<file path="src/rtl/hazard_control_unit.sv">
// Pipeline hazard controller: load-use stall, branch flush and memory-wait freeze,
// plus a memory-timeout watchdog and saturating stall/flush performance counters.
module hazard_control_unit #(
  parameter int unsigned TIMEOUT_CYCLES = 16,
  parameter int unsigned COUNTER_WIDTH  = 32
) (
  input  logic                     clock,
  input  logic                     reset,
  input  logic                     exMemoryReadEnable,
  input  logic                     exRegisterWriteEnable,
  input  logic [4:0]               exRd,
  input  logic [4:0]               idRs1,
  input  logic [4:0]               idRs2,
  input  logic                     idUsesRs1,
  input  logic                     idUsesRs2,
  input  logic                     branchTaken,
  input  logic                     memRequest,
  input  logic                     dataMemoryReady,
  output logic                     pcWriteEnable,
  output logic                     ifIdWriteEnable,
  output logic                     ifIdFlush,
  output logic                     idExWriteEnable,
  output logic                     idExFlush,
  output logic                     exMemWriteEnable,
  output logic                     memWbWriteEnable,
  output logic                     memoryTimeout,
  output logic [COUNTER_WIDTH-1:0] stallCycles,
  output logic [COUNTER_WIDTH-1:0] flushCount
);

  localparam int unsigned WAIT_W = $clog2(TIMEOUT_CYCLES + 1);

  typedef enum logic [1:0] {RUN, MEM_WAIT, ERROR} state_e;

  state_e                   state_q, state_d;
  logic [WAIT_W-1:0]        waitCount_q, waitCount_d;
  logic [COUNTER_WIDTH-1:0] stall_q, stall_d;
  logic [COUNTER_WIDTH-1:0] flush_q, flush_d;

  logic freeze;
  logic loadUse;
  logic branchWins;
  logic stallEvent;

  always_comb begin
    freeze     = (state_q == ERROR) | (memRequest & ~dataMemoryReady);
    loadUse    = exMemoryReadEnable & exRegisterWriteEnable & (exRd != 5'd0) &
                 ((idUsesRs1 & (idRs1 == exRd)) | (idUsesRs2 & (idRs2 == exRd)));
    branchWins = ~freeze & branchTaken;
    stallEvent = freeze | (~branchTaken & loadUse);
  end

  // Priority: freeze > branch > load-use > normal; everything held low during reset.
  always_comb begin
    pcWriteEnable    = 1'b0;
    ifIdWriteEnable  = 1'b0;
    ifIdFlush        = 1'b0;
    idExWriteEnable  = 1'b0;
    idExFlush        = 1'b0;
    exMemWriteEnable = 1'b0;
    memWbWriteEnable = 1'b0;
    if (!reset && !freeze) begin
      pcWriteEnable    = 1'b1;
      ifIdWriteEnable  = 1'b1;
      idExWriteEnable  = 1'b1;
      exMemWriteEnable = 1'b1;
      memWbWriteEnable = 1'b1;
      if (branchTaken) begin
        ifIdFlush = 1'b1;
        idExFlush = 1'b1;
      end else if (loadUse) begin
        pcWriteEnable   = 1'b0;
        ifIdWriteEnable = 1'b0;
        idExFlush       = 1'b1;
      end
    end
  end

  // waitCount holds freeze cycles already completed, so the current cycle is
  // the last allowed one when waitCount equals TIMEOUT_CYCLES-1.
  always_comb begin
    state_d     = state_q;
    waitCount_d = waitCount_q;
    case (state_q)
      RUN: begin
        if (freeze) begin
          state_d     = MEM_WAIT;
          waitCount_d = WAIT_W'(1);
        end
      end
      MEM_WAIT: begin
        if (!freeze) begin
          state_d     = RUN;
          waitCount_d = '0;
        end else if (waitCount_q == WAIT_W'(TIMEOUT_CYCLES - 1)) begin
          state_d = ERROR;
        end else begin
          waitCount_d = waitCount_q + WAIT_W'(1);
        end
      end
      ERROR:   state_d = ERROR;
      default: state_d = RUN;
    endcase
  end

  always_comb begin
    stall_d = stall_q;
    flush_d = flush_q;
    if (stallEvent && (stall_q != '1)) stall_d = stall_q + COUNTER_WIDTH'(1);
    if (branchWins && (flush_q != '1)) flush_d = flush_q + COUNTER_WIDTH'(1);
  end

  always_ff @(posedge clock or posedge reset) begin
    if (reset) begin
      state_q     <= RUN;
      waitCount_q <= '0;
      stall_q     <= '0;
      flush_q     <= '0;
    end else begin
      state_q     <= state_d;
      waitCount_q <= waitCount_d;
      stall_q     <= stall_d;
      flush_q     <= flush_d;
    end
  end

  assign memoryTimeout = (state_q == ERROR);
  assign stallCycles   = stall_q;
  assign flushCount    = flush_q;

endmodule

</file>
<file path="config.mk">
export PLATFORM = sky130hd
export DESIGN_NAME = hazard_control_unit
export DESIGN_NICKNAME = d
export VERILOG_FILES = /design/src/rtl/hazard_control_unit.sv
export SDC_FILE = /design/constraint.sdc
export NUM_CORES = 1
export LEC_CHECK = 0
export ABC_AREA = 1
export CAP_MARGIN = 15
export CORE_UTILIZATION = 53
export DETAILED_ROUTE_END_ITERATION = 12
export PLACE_DENSITY = 0.87
export SETUP_SLACK_MARGIN = 0.15
export SYNTH_ARGS = -nofsm -noshare
export SYNTH_HDL_FRONTEND = slang
export SYNTH_SLANG_ARGS = --single-unit
</file>
<file path="constraint.sdc">
create_clock -name clock -period 3.1 [get_ports clock]
set_input_delay 0.62 -clock clock [delete_from_list [all_inputs] [get_ports clock]]
set_output_delay 0.62 -clock clock [all_outputs]
set_load 0.005 [all_outputs]
</file>
==> reports/results.ini, run 1 <==
[sta]
worstMarginPinSlew_ps = 575
setup_slack_ps = 248
setup_viol = 0
fin_skew_ps = 10.0
timing.fmax_mhz = 351
finalHoldViolCount = 0
final.setup.tns_ps = 0
slew_headroom = 0.612
min_period_ps = 2850
rsz0062_at_grt = yes
slew_violations = 0
finalCritPeriodShare = 0.920

[worst_setup_path]
critPathArrivalTime_ps = 2230
cp_cell_sequence = clkdlybuf4s50_1 -> inv_1 -> nand2_1 -> nand2_1 -> nor2_1 -> nand3_1 -> nand2_2 -> a31o_2 -> clkdlybuf4s50_1
critPathKind = in -> out
crit_buf_inv = 3
path_max_fanout = 4
cpPeakStageDelay_ps = 490
start_kind = input pin
crit_slowest_cell = clkdlybuf4s50_1
cp_data_required_time_ps = 2480
endpoint_kind = primary output
worstSetupStartpoint = exRd[3]
rr_startpoint = stallCycles[0]
cp_top_family = buffers and inverters

[global_route]
grt_max_degree = 49
groute.usage.overall = 0.281
antenna_found_initial = 0
grt_pass1_vias = 4732
grt_overflow = 0
grt_pass1_wl_um = 21700

[cts]
clk_pin_slew_worst_paths_ps = 80
cts_num_sinks = 71
cts_buffer_depth = 2
insertion_delay_ps = 350
cts_buffers = 9
cts_tree = built
htreeDepth = 3
post_cts_buffers = 0
cts_root_buffer = clkbuf_8

[floorplan]
die_y_um = 97.6
io_pins = 96
row_count = 34
start_util = 0.550
coreArea_um2 = 8810
die-area_um2 = 9530
die_w_um = 97.6

[flow_run]
maxCapViolations = 0

[place]
postPlaceCellArea_um2 = 5840
dp_slack_ps = 165
place_congestion = 0.939
io_buffers = 95
dp_hpwl_um = 9680

[layout]
drive_gt1_frac = 0.0548
fin_nets = 845
mostFrequentLayoutCell = nand2_1
layout_common_cells = nand2_1 (300), clkdlybuf4s50_1 (93), dfrtp_1 (71)
final_area_um2 = 6090
area_delta_synth_final_pct = 25.7
antenna_cells = 0

[logic_synthesis]
syn_avg_cell_area_um2 = 6.67
syn-num-nets = 754
yosysUniqueCellTypes = 30
synth-seq-area-share = 0.367
netlist_instances = 726
ys_warn_count = 0
synth_seq_cells = 71
netlist_area_um2 = 4850

[min_path]
hp-class = reg -> reg
min_from = state_q[1]

[drt]
drt_iter0_markers = 297
via_count = 4964
viasPerCell = 5.34
drc = 5
wire_per_inst_um = 13.9
firstDrtPassIters = 11
postRouteAntennaNets = 0
routed_wl_um = 12900

[run_status]
violations = design-rule violations
status = finished, violations left

[power_and_ir_drop]
p_leak_nw = 2.96
peakVddDrop_mv = 0.245
power_density_nw_per_um2 = 312

cell type report:
| cell class | instances | area (um2) |
|---|---|---|
| Timing Repair Buffer | 99 | 998 |
| Clock inverter | 6 | 109 |
| Tap cell | 108 | 135 |
| Inverter | 72 | 270 |
| Sequential cell | 71 | 1780 |
| Multi-Input combinational cell | 564 | 2680 |
| Fill cell | 756 | 2710 |
| Clock buffer | 9 | 124 |
kinds of logic (layout without fill, tap and decap cells):
group,count (synthesis),after routing,share of synthesized area
AOI/OAI and AO/OA,18,18,0.0212
xor gates and xnor gates,40,40,0.0723
adders and majority gates,4,4,0.0103
buffers and inverters,91,186,0.0834
DFF,71,71,0.367
and+or+nand+nor,502,502,0.446
flip-flops by register name, indices dropped and copies added, names as in the netlist:
name and cells:
stallCycles 32, state_q 2, flushCount 32, waitCount_q 5
repair_timing:
action / 4_1_cts / 5_1_grt
setup endpoints to repair: 1 / 3
hold buffers: 0 / 0
resized for setup: 1 / 6
where the power goes:
group / switching, W / internal (W)
logic: 0.0000455 / 0.0000382
registers: 0.00000146 / 0.000928
clock network: 0.000361 / 0.000530
total: 0.000408 / 0.00150
synth_stat cells, drive strengths merged:
cell type  number  area share
dfrtp          71        0.37
a31o            1      0.0018
xor2           28       0.051
buf            19       0.028
o21ai          11       0.011
nor3b           1      0.0015
nor3           34       0.038
o22ai           1      0.0013
nand4          14       0.018
nor2           71       0.059
a21oi           2      0.0021
nand3          60       0.065
nand2         308        0.24
xnor2          12       0.022
and3            1      0.0013
ha              4       0.010
o31ai           2      0.0031
nand3b         13       0.020
inv            72       0.056
a211oi          1      0.0015
routing by layer:
metal | vias up | wire [um] | GRT usage
met4 | 0 | 193 | 0.104
li1 | 2458 | - | -
met5 | - | 0 | 0
met2 | 197 | 6020 | 0.457
met1 | 2291 | 5900 | 0.380
met3 | 18 | 825 | 0.0396
final timing paths:
check	end	slack, ps	cells after the start
hold reg to reg	state_q[1]	470	1
setup reg to reg	stallCycles[14]	770	9
min in group asynchronous	state_q[1]	720	2
max in group asynchronous	stallCycles[6]	1740	3
hold / removal	state_q[1]	470	1
setup / recovery	idExFlush	250	9
worst reg2reg max path, delay by kind of cell (launching register included):
kind,cells,cell delay [ps]
and+or+nand+nor,7,1360
adders and majority gates,1,320
DFF,1,500
buffers and inverters,1,90
through the flow:
stage / util / hold WS (ps) / power, W / instances
finish: 0.692 / 474 / 0.00190 / 929
CTS: 0.690 / 478 / 0.00192 / 929
detailed placement: 0.663 / 460 / 0.00103 / 914
global route: 0.692 / 512 / 0.00196 / 929
floorplan: - / 431 / 0.000984 / 726
global placement: 0.663 / 456 / 0.00103 / 914
No activity file was read; power rests on OpenSTA's default activity.
==> run 2: changes to the inputs <==
Settings changed: CTS_CLUSTER_SIZE from default to 8, TNS_END_PERCENT from default to 20.
==> results of run 2 <==
Same layout as run 1: the final DEF is identical, and so are final timing and power.
